[src/rtl/rr_arbiter_fsm.sv]
// Round-robin arbiter with a bounded hold time per grant (IDLE / GRANT / RELEASE).
// Define RR_ARBITER_LOCK_EN to let lock[i] of the grantee suppress the hold-limit revoke.
module rr_arbiter_fsm #(
    parameter int N_REQ    = 4,
    parameter int HOLD_MAX = 8,
    localparam int IDW     = (N_REQ > 1) ? $clog2(N_REQ) : 1
) (
    input  logic             clk,
    input  logic             rst,
    input  logic [N_REQ-1:0] req,
    input  logic [N_REQ-1:0] done,
    input  logic [N_REQ-1:0] lock,
    output logic [N_REQ-1:0] gnt,
    output logic [IDW-1:0]   gnt_id,
    output logic             busy,
    output logic             timeout
);

    typedef enum logic [1:0] {
        IDLE    = 2'd0,
        GRANT   = 2'd1,
        RELEASE = 2'd2
    } state_t;

    localparam logic [7:0]     HOLD_LAST = 8'(HOLD_MAX - 1);
    localparam logic [IDW-1:0] ID_LAST   = IDW'(N_REQ - 1);
    localparam logic [IDW-1:0] ID_ONE    = IDW'(1);

    state_t             state_r, state_s;
    logic [IDW-1:0]     ptr_r, ptr_s;
    logic [7:0]         hold_r, hold_s;
    logic [N_REQ-1:0]   gnt_r, gnt_s;
    logic [IDW-1:0]     gnt_id_r, gnt_id_s;
    logic               busy_r, busy_s;
    logic               timeout_r, timeout_s;

    logic               any_req_s;
    logic [IDW-1:0]     win_id_s;
    logic               cur_done_s, cur_req_s, at_limit_s, limit_exit_s, release_s;

    // Round-robin search starting at ptr; the descending loop lets the lowest offset win.
    always_comb begin
        any_req_s = 1'b0;
        win_id_s  = '0;
        for (int k = N_REQ - 1; k >= 0; k--) begin
            any_req_s = any_req_s | req[(int'(ptr_r) + k) % N_REQ];
            win_id_s  = req[(int'(ptr_r) + k) % N_REQ] ? IDW'((int'(ptr_r) + k) % N_REQ) : win_id_s;
        end
    end

`ifdef RR_ARBITER_LOCK_EN
    // Grant-exit conditions for the current grantee, with lock holding off the hold limit.
    always_comb begin
        cur_done_s   = done[gnt_id_r];
        cur_req_s    = req[gnt_id_r];
        at_limit_s   = (hold_r == HOLD_LAST);
        limit_exit_s = at_limit_s & ~lock[gnt_id_r];
        release_s    = cur_done_s | ~cur_req_s | limit_exit_s;
    end
`else
    logic unused_lock_s;
    assign unused_lock_s = ^lock;

    // Grant-exit conditions for the current grantee.
    always_comb begin
        cur_done_s   = done[gnt_id_r];
        cur_req_s    = req[gnt_id_r];
        at_limit_s   = (hold_r == HOLD_LAST);
        limit_exit_s = at_limit_s;
        release_s    = cur_done_s | ~cur_req_s | limit_exit_s;
    end
`endif

    // State register together with the registered outputs and arbitration state.
    always_ff @(posedge clk) begin
        if (!rst) begin
            state_r   <= IDLE;
            ptr_r     <= '0;
            hold_r    <= 8'd0;
            gnt_r     <= '0;
            gnt_id_r  <= '0;
            busy_r    <= 1'b0;
            timeout_r <= 1'b0;
        end else begin
            state_r   <= state_s;
            ptr_r     <= ptr_s;
            hold_r    <= hold_s;
            gnt_r     <= gnt_s;
            gnt_id_r  <= gnt_id_s;
            busy_r    <= busy_s;
            timeout_r <= timeout_s;
        end
    end

    // Next-state logic.
    always_comb begin
        state_s = state_r;
        case (state_r)
            IDLE:    state_s = any_req_s ? GRANT : IDLE;
            GRANT:   state_s = release_s ? RELEASE : GRANT;
            RELEASE: state_s = any_req_s ? GRANT : IDLE;
            default: state_s = IDLE;
        endcase
    end

    // Next values of the registered outputs, pointer and hold counter.
    always_comb begin
        ptr_s     = ptr_r;
        hold_s    = hold_r;
        gnt_s     = gnt_r;
        gnt_id_s  = gnt_id_r;
        busy_s    = busy_r;
        timeout_s = 1'b0;
        case (state_r)
            IDLE, RELEASE: begin
                hold_s = 8'd0;
                if (any_req_s) begin
                    gnt_s    = {{(N_REQ-1){1'b0}}, 1'b1} << win_id_s;
                    gnt_id_s = win_id_s;
                    busy_s   = 1'b1;
                end else begin
                    gnt_s    = '0;
                    busy_s   = 1'b0;
                end
            end
            GRANT: begin
                if (release_s) begin
                    gnt_s     = '0;
                    busy_s    = 1'b0;
                    hold_s    = 8'd0;
                    ptr_s     = (gnt_id_r == ID_LAST) ? '0 : gnt_id_r + ID_ONE;
                    // Timeout only when the hold limit is the sole reason for leaving.
                    timeout_s = limit_exit_s & cur_req_s & ~cur_done_s;
                end else begin
                    hold_s    = at_limit_s ? hold_r : hold_r + 8'd1;
                end
            end
            default: begin
                gnt_s  = '0;
                busy_s = 1'b0;
                hold_s = 8'd0;
            end
        endcase
    end

    assign gnt     = gnt_r;
    assign gnt_id  = gnt_id_r;
    assign busy    = busy_r;
    assign timeout = timeout_r;

endmodule
[config.mk]
export PLATFORM = sky130hd
export DESIGN_NAME = rr_arbiter_fsm
export DESIGN_NICKNAME = d
export VERILOG_FILES = /design/src/rtl/rr_arbiter_fsm.sv
export SDC_FILE = /design/constraint.sdc
export NUM_CORES = 1
export LEC_CHECK = 0
export ABC_AREA = 1
export CORE_AREA = 2 2 53 55
export CTS_CLUSTER_DIAMETER = 60
export DETAILED_ROUTE_END_ITERATION = 12
export DIE_AREA = 0 0 55 57
export PLACE_DENSITY = 0.78
export SLEW_MARGIN = 20
export SYNTH_ARGS = -nofsm -noshare
export SYNTH_HDL_FRONTEND = slang
export SYNTH_SLANG_ARGS = --single-unit
export TNS_END_PERCENT = 20
[constraint.sdc]
create_clock -name clk -period 1.42 [get_ports clk]
set_clock_uncertainty 0.05 [all_clocks]
set_input_delay 0.284 -clock clk [delete_from_list [all_inputs] [get_ports clk]]
set_output_delay 0.284 -clock clk [all_outputs]
set_load 0.01 [all_outputs]
# ---- Word level (Yosys, flattened, before mapping)
# Index checks and enable logic that the tools add are counted.
dict set report classes {
  eq_ne 5
  bitwise_logic 14
  n_reduce_logical 9
  shift 1
  addsub 5
  n_mux 29
  magnitude_cmp 5
}
# operator n
set op_table {}
lappend op_table {{1-bit binary-select mux with 2-bit select} 6}
lappend op_table {{3-bit by 4-bit less-than comparator with 1-bit output (second input constant)} 3}
lappend op_table {{1-bit two-way mux} 12}
lappend op_table {{2-bit two-way mux} 6}
lappend op_table {{8-bit by 1-bit adder with 8-bit output (second input constant)} 1}
lappend op_table {{8-bit by 3-bit equality test with 1-bit output (second input constant)} 1}
lappend op_table {{4-bit two-way mux} 2}
lappend op_table {{4-bit one-hot mux with 2 select lines} 1}
lappend op_table {{2-bit OR reduction} 4}
lappend op_table {{2-bit by 3-bit less-than comparator with 1-bit output (second input constant)} 2}
lappend op_table {{1-bit bitwise OR} 5}
lappend op_table {{2-bit by 1-bit adder with 2-bit output (second input constant)} 2}
lappend op_table {{2-bit adder (second input constant)} 2}
lappend op_table {{2-bit equality test (second input constant)} 2}
lappend op_table {{1-bit NOT} 4}
lappend op_table {{2-bit one-hot mux with 2 select lines} 1}
lappend op_table {{2-bit AND reduction} 2}
lappend op_table {{1-bit by 2-bit left shift with 4-bit output (first input constant)} 1}
lappend op_table {{1-bit AND (first input constant)} 3}
lappend op_table {{3-bit AND reduction} 1}
lappend op_table {{3-bit OR reduction} 1}
lappend op_table {{1-bit AND} 2}
lappend op_table {{2-bit by 1-bit equality test with 1-bit output (second input constant)} 1}
lappend op_table {{2-bit zero test} 1}
lappend op_table {{other kinds (2)} 2}
dict set report word_totals {
  regBits 20
  out_inout_bits 8
  wordCells 75
  in_bits 14
}

# ---- Depth between registers and ports, before layout
dict set report depth {
  ltp_word 13
  depth_mapped 10
  depth_no_buf 10
}

# ---- Worst setup path after synthesis
# No wires, ideal clock.
dict set report synth_timing {
  path_type {flip-flop to flip-flop}
  startpoint {reg hold_r[0]}
  endpoint {reg state_r[0]}
  setup_ns 0.127
  stages_incl_launch_ff 9
  required_ns 1.243
  path_buffers 0
  setup_slack_ns 0.052
  synth_period_minus_slack_ns 1.368
  arrival_ns 1.191
  cell_sequence {dfxtp_1 > ha_1 > nand2_1 > nor3_1 > nand3_1 > nand2_2 > nor2_4 > nand2_2 > o21ai_0}
}
dict set report synth_via {
  elab_chain_cells 4
}
# element line_no
set synth_lines {}
lappend synth_lines {{start: declaration} 31} ;# logic [7:0] hold_r, hold_s;
lappend synth_lines {{start signal: assignment} 87} ;# hold_r <= hold_s;
lappend synth_lines {{8-bit by 3-bit equality test with 1-bit output} 68} ;# at_limit_s = (hold_r == HOLD_LAST);
lappend synth_lines {{1-bit bitwise OR} 70} ;# release_s = cur_done_s | ~cur_req_s | limit_exit_s;
lappend synth_lines {{2-bit two-way mux} 100} ;# GRANT: state_s = release_s ? RELEASE : GRANT;
lappend synth_lines {{2-bit one-hot mux with 2 select lines} 98} ;# case (state_r)
lappend synth_lines {{end signal: assignment} 85} ;# state_r <= state_s;
lappend synth_lines {{end: declaration} 29} ;# state_t state_r, state_s;
# No other way between the ends.
# A chain may end at the register's enable or synchronous reset.

# ---- Worst setup path after layout
dict set report layout_timing {
  startpoint {reg ptr_r[0]}
  endpoint {reg busy_r (netlist: busy)}
}
dict set report layout_via {
  elab_chain_cells 9
  word_cells_on_any_way 19
  classes_between {add/sub: 3; mux: 13; bitwise: 3}
}
# element line_no
set layout_lines {}
lappend layout_lines {{start: declaration} 30} ;# logic [IDW-1:0] ptr_r, ptr_s;
lappend layout_lines {{start signal: assignment} 86} ;# ptr_r <= ptr_s;
lappend layout_lines {{2-bit adder} 46} ;# any_req_s = any_req_s | req[(int'(ptr_r) + k) % N_REQ];
lappend layout_lines {{1-bit binary-select mux with 2-bit select} 46}
lappend layout_lines {{1-bit two-way mux (implied by the code) (2 in series)} 46}
lappend layout_lines {{1-bit bitwise OR (2 in series)} 46}
lappend layout_lines {{1-bit bitwise OR (*)} 46}
lappend layout_lines {{1-bit two-way mux (*)} 117} ;# if (any_req_s) begin
lappend layout_lines {{1-bit one-hot mux with 2 select lines (*)} 114} ;# case (state_r)
lappend layout_lines {{end signal: assignment} 90} ;# busy_r <= busy_s;
lappend layout_lines {{end: declaration} 34} ;# logic busy_r, busy_s;
# Mark *: on every way between the ends. The rest lies on a longest branch, timed or not. The select of a mux whose other input is x is not followed.

==> results.sh <==
export IMPL_seqPwrFrac_pct=35.2
export IMPL_rsz0062_at_grt="yes"
export IMPL_routed_wl_um=2620
export IMPL_final_common_cell="nand2_1"
export IMPL_finalCriticalPeriod_ns=1.46
export IMPL_drive_above_1_share_pct=32.5
export IMPL_r2r_setup_slack_ns=-0.04
export IMPL_ys_ff_latch=20
export IMPL_die_x_um=55
export IMPL_critPathRequiredTime_ns=1.56
export IMPL_placed_cells=214
export IMPL_antenna_found_initial=0
export IMPL_diodes=0
export IMPL_slowest_stage="dfxtp_4"
export IMPL_start_util_pct=42.3
export IMPL_synth_area_um2=1110
export IMPL_overflow=0
export IMPL_grt_max_degree=12
export IMPL_leakage_uw=0.000772
export IMPL_chipHeight_um=57
export IMPL_cts_buffers=3
export IMPL_vias=1085
export IMPL_power_total_uw=2210
export IMPL_max_stage_delay_ns=0.39
export IMPL_coreArea_um2=2620
export IMPL_area_growth_pct=39.1
export IMPL_setup_slack_ns=-0.0415
export IMPL_relSlewSlack_pct=82.2
export IMPL_critPathLaunch="ptr_r[0]$_SDFFE_PN0P_"
export IMPL_holdCritPathClass="flop to flop"
export IMPL_crit_chain="buf_6 > nand2_4 > nand2_4 > nand2_2 > nor3_4 > inv_1 > nand2_2 > buf_4 > a21oi_1"
export IMPL_p_int_uw=1290
export IMPL_drv_cap=0
export IMPL_clkPwrFrac_pct=14.7
export IMPL_reg2reg_depth=9
export IMPL_clk_latency_ns=0.30
export IMPL_end_kind="flop"
export IMPL_cts_sinks=20
export IMPL_violations="negative setup slack"
export IMPL_design_area_um2=1540
export IMPL_power_density_nw_per_um2=1430
export IMPL_synth_seq_area_share_pct=36.2
export IMPL_cts_buffer_depth=2
export IMPL_setup_viol=2
export IMPL_synthTopCellsByArea="dfxtp_1, nand2_1, nand3_1"
export IMPL_cts_tree="done"
export IMPL_dr_pass1_iters=4
export IMPL_yosysWarnings=0
export IMPL_cts_hold_buffers=0
export IMPL_critPathLaunchType="flop"
export IMPL_sw_frac_of_total_pct=41.5
export IMPL_vias_per_cell=4.89
export IMPL_worstMarginPinSlew_ns=0.267
export IMPL_dieArea_um2=3140
export IMPL_drc=0
export IMPL_yosys_area_top_type="dfxtp_1"
export IMPL_place_congestion=0.739
export IMPL_synth_fp_nets=174
export IMPL_status="finished with violations"
export IMPL_portBuffers=17
export IMPL_peakVddDrop_v=0.000844
export IMPL_root_buffer="clkbuf_4"
export IMPL_cp_arrival_ns=1.60
export IMPL_final_nets=208
export IMPL_finalNonFillerCells=222
export IMPL_wl_per_cell_um=11.8
export IMPL_place_ws_ns=-0.364
export IMPL_fmax_ghz=0.684
export IMPL_maxSlewViolCount=0
export IMPL_mostFrequentLayoutCells="nand2_1, inv_1, nand3_1"
export IMPL_final_core_util_pct=58.9
export IMPL_worstPathMaxFanout=5
export IMPL_synth_avg_cell_area_um2=7.00
export IMPL_r2r_end="busy$_SDFFE_PN0P_"
export IMPL_crit_path_end="busy$_SDFFE_PN0P_"
export IMPL_rr_startpoint="ptr_r[0]$_SDFFE_PN0P_"
export IMPL_finalHoldViolCount=0
export IMPL_first_global_vias=1027
export IMPL_fin_crit_sh_pct=103
export IMPL_crit_type="flop to flop"
export IMPL_placed_cell_area_um2=1370
export IMPL_rows=19
export IMPL_clkTransAtPathRegs_ns=0.11
export IMPL_switchingPower_uw=914
export IMPL_ant_nets=0
export IMPL_track_usage_pct=17.0
export IMPL_dpl_hpwl_um=1900
export IMPL_drt_initial_drc_count=17
export IMPL_synth_cells=158
export IMPL_grt_pass1_wl_um=3970
export IMPL_ios=22
export IMPL_pwr_share_comb_pct=50.1
export IMPL_netlist_area_leader_share_pct=36.2
export IMPL_yosys_cell_types_count=25
export IMPL_ctsHtreeMaxLevel=1
final cells by class:
class                      count  area, um^2
sequential                    20         409
tap                           31        38.8
timing repair buffer          31         275
inverter                      21        81.3
fill                         257        1080
multi-input combinational    115         698
clock buffer                   4        36.3
per-layer routing:
layer,GRT usage [%],routed length [um],vias to the layer above
li1,-,-,565
met1,19.8,1160,491
met2,29.6,1320,24
met3,1.83,79,5
met4,9.06,57,0
met5,0,0,-
per-stage QoR:
step	hold WS (ns)	TNS [ns]
after CTS	0.431	-0.0421
final	0.426	-0.0624
after global routing	0.461	-0.562
after global placement	0.408	-5.50
after detailed placement	0.412	-6.25
after floorplan	0.368	0
flip-flops by register name, summed over array words and instances, names as in the netlist:
register,count
ptr_r,2
busy,1
timeout,1
gnt,4
gnt_id,2
state_r,2
hold_r,8
power groups by stage:
stage                     clock [uW]  combinational, uW  sequential [uW]
after CTS                        338                983              754
after floorplan                    0                637              778
after detailed placement           0               1010              761
after global routing             359               1230              790
final                            325               1100              775
after global placement             0                980              756
Yosys cell counts:
| master | n |
|---|---|
| nor3_1 | 1 |
| nand4_1 | 2 |
| nor3_2 | 2 |
| nand3_2 | 2 |
| buf_2 | 1 |
| or2_2 | 1 |
| o21ai_2 | 1 |
| ha_1 | 2 |
| a21oi_1 | 5 |
| nor2_1 | 17 |
| nand2_4 | 1 |
| nor2_2 | 3 |
| nand3_1 | 19 |
| dfxtp_1 | 20 |
| nand3b_1 | 4 |
| nand2_1 | 35 |
| o21ai_0 | 3 |
| nor2_4 | 1 |
| inv_1 | 21 |
| xnor2_1 | 1 |
| buf_6 | 1 |
| nand2_2 | 10 |
| a21oi_2 | 1 |
| o21ai_1 | 1 |
| xor2_1 | 3 |
worst min path at each step:
stage	start	to	cells past startpoint
finish	gnt[2]$_SDFFE_PN0P_	gnt[2]$_SDFFE_PN0P_	2
floorplan	hold_r[0]$_SDFFE_PP0P_	hold_r[0]$_SDFFE_PP0P_	1
global placement	gnt[0]$_SDFFE_PN0P_	gnt[0]$_SDFFE_PN0P_	2
global route	gnt[2]$_SDFFE_PN0P_	gnt[2]$_SDFFE_PN0P_	2
detailed placement	busy$_SDFFE_PN0P_	busy$_SDFFE_PN0P_	2
CTS	gnt[0]$_SDFFE_PN0P_	gnt[0]$_SDFFE_PN0P_	2
logic make-up (layout without fill, tap and decap cells):
group / Yosys count / after routing / synth area share (%)
compound gates: 11 / 11 / 5.66
simple gates: 98 / 98 / 44.1
flops: 20 / 20 / 36.2
buf+inv: 23 / 56 / 8.60
fa+ha+maj: 2 / 2 / 2.26
xor+xnor: 4 / 4 / 3.17
worst max-delay path, delay by kind of cell, from the launching register on:
| family | cells | cell delay (ns) |
|---|---|---|
| compound gates | 1 | 0.05 |
| buf+inv | 3 | 0.33 |
| flops | 1 | 0.39 |
| simple gates | 5 | 0.53 |
repair_timing:
action | 4_1_cts | 5_1_grt
gates resized for setup | 18 | 27
setup endpoints to repair | 26 | 13
pin swaps | 1 | 6
buffers inserted | 0 | 4
No activity file was read; power rests on OpenSTA's default activity.
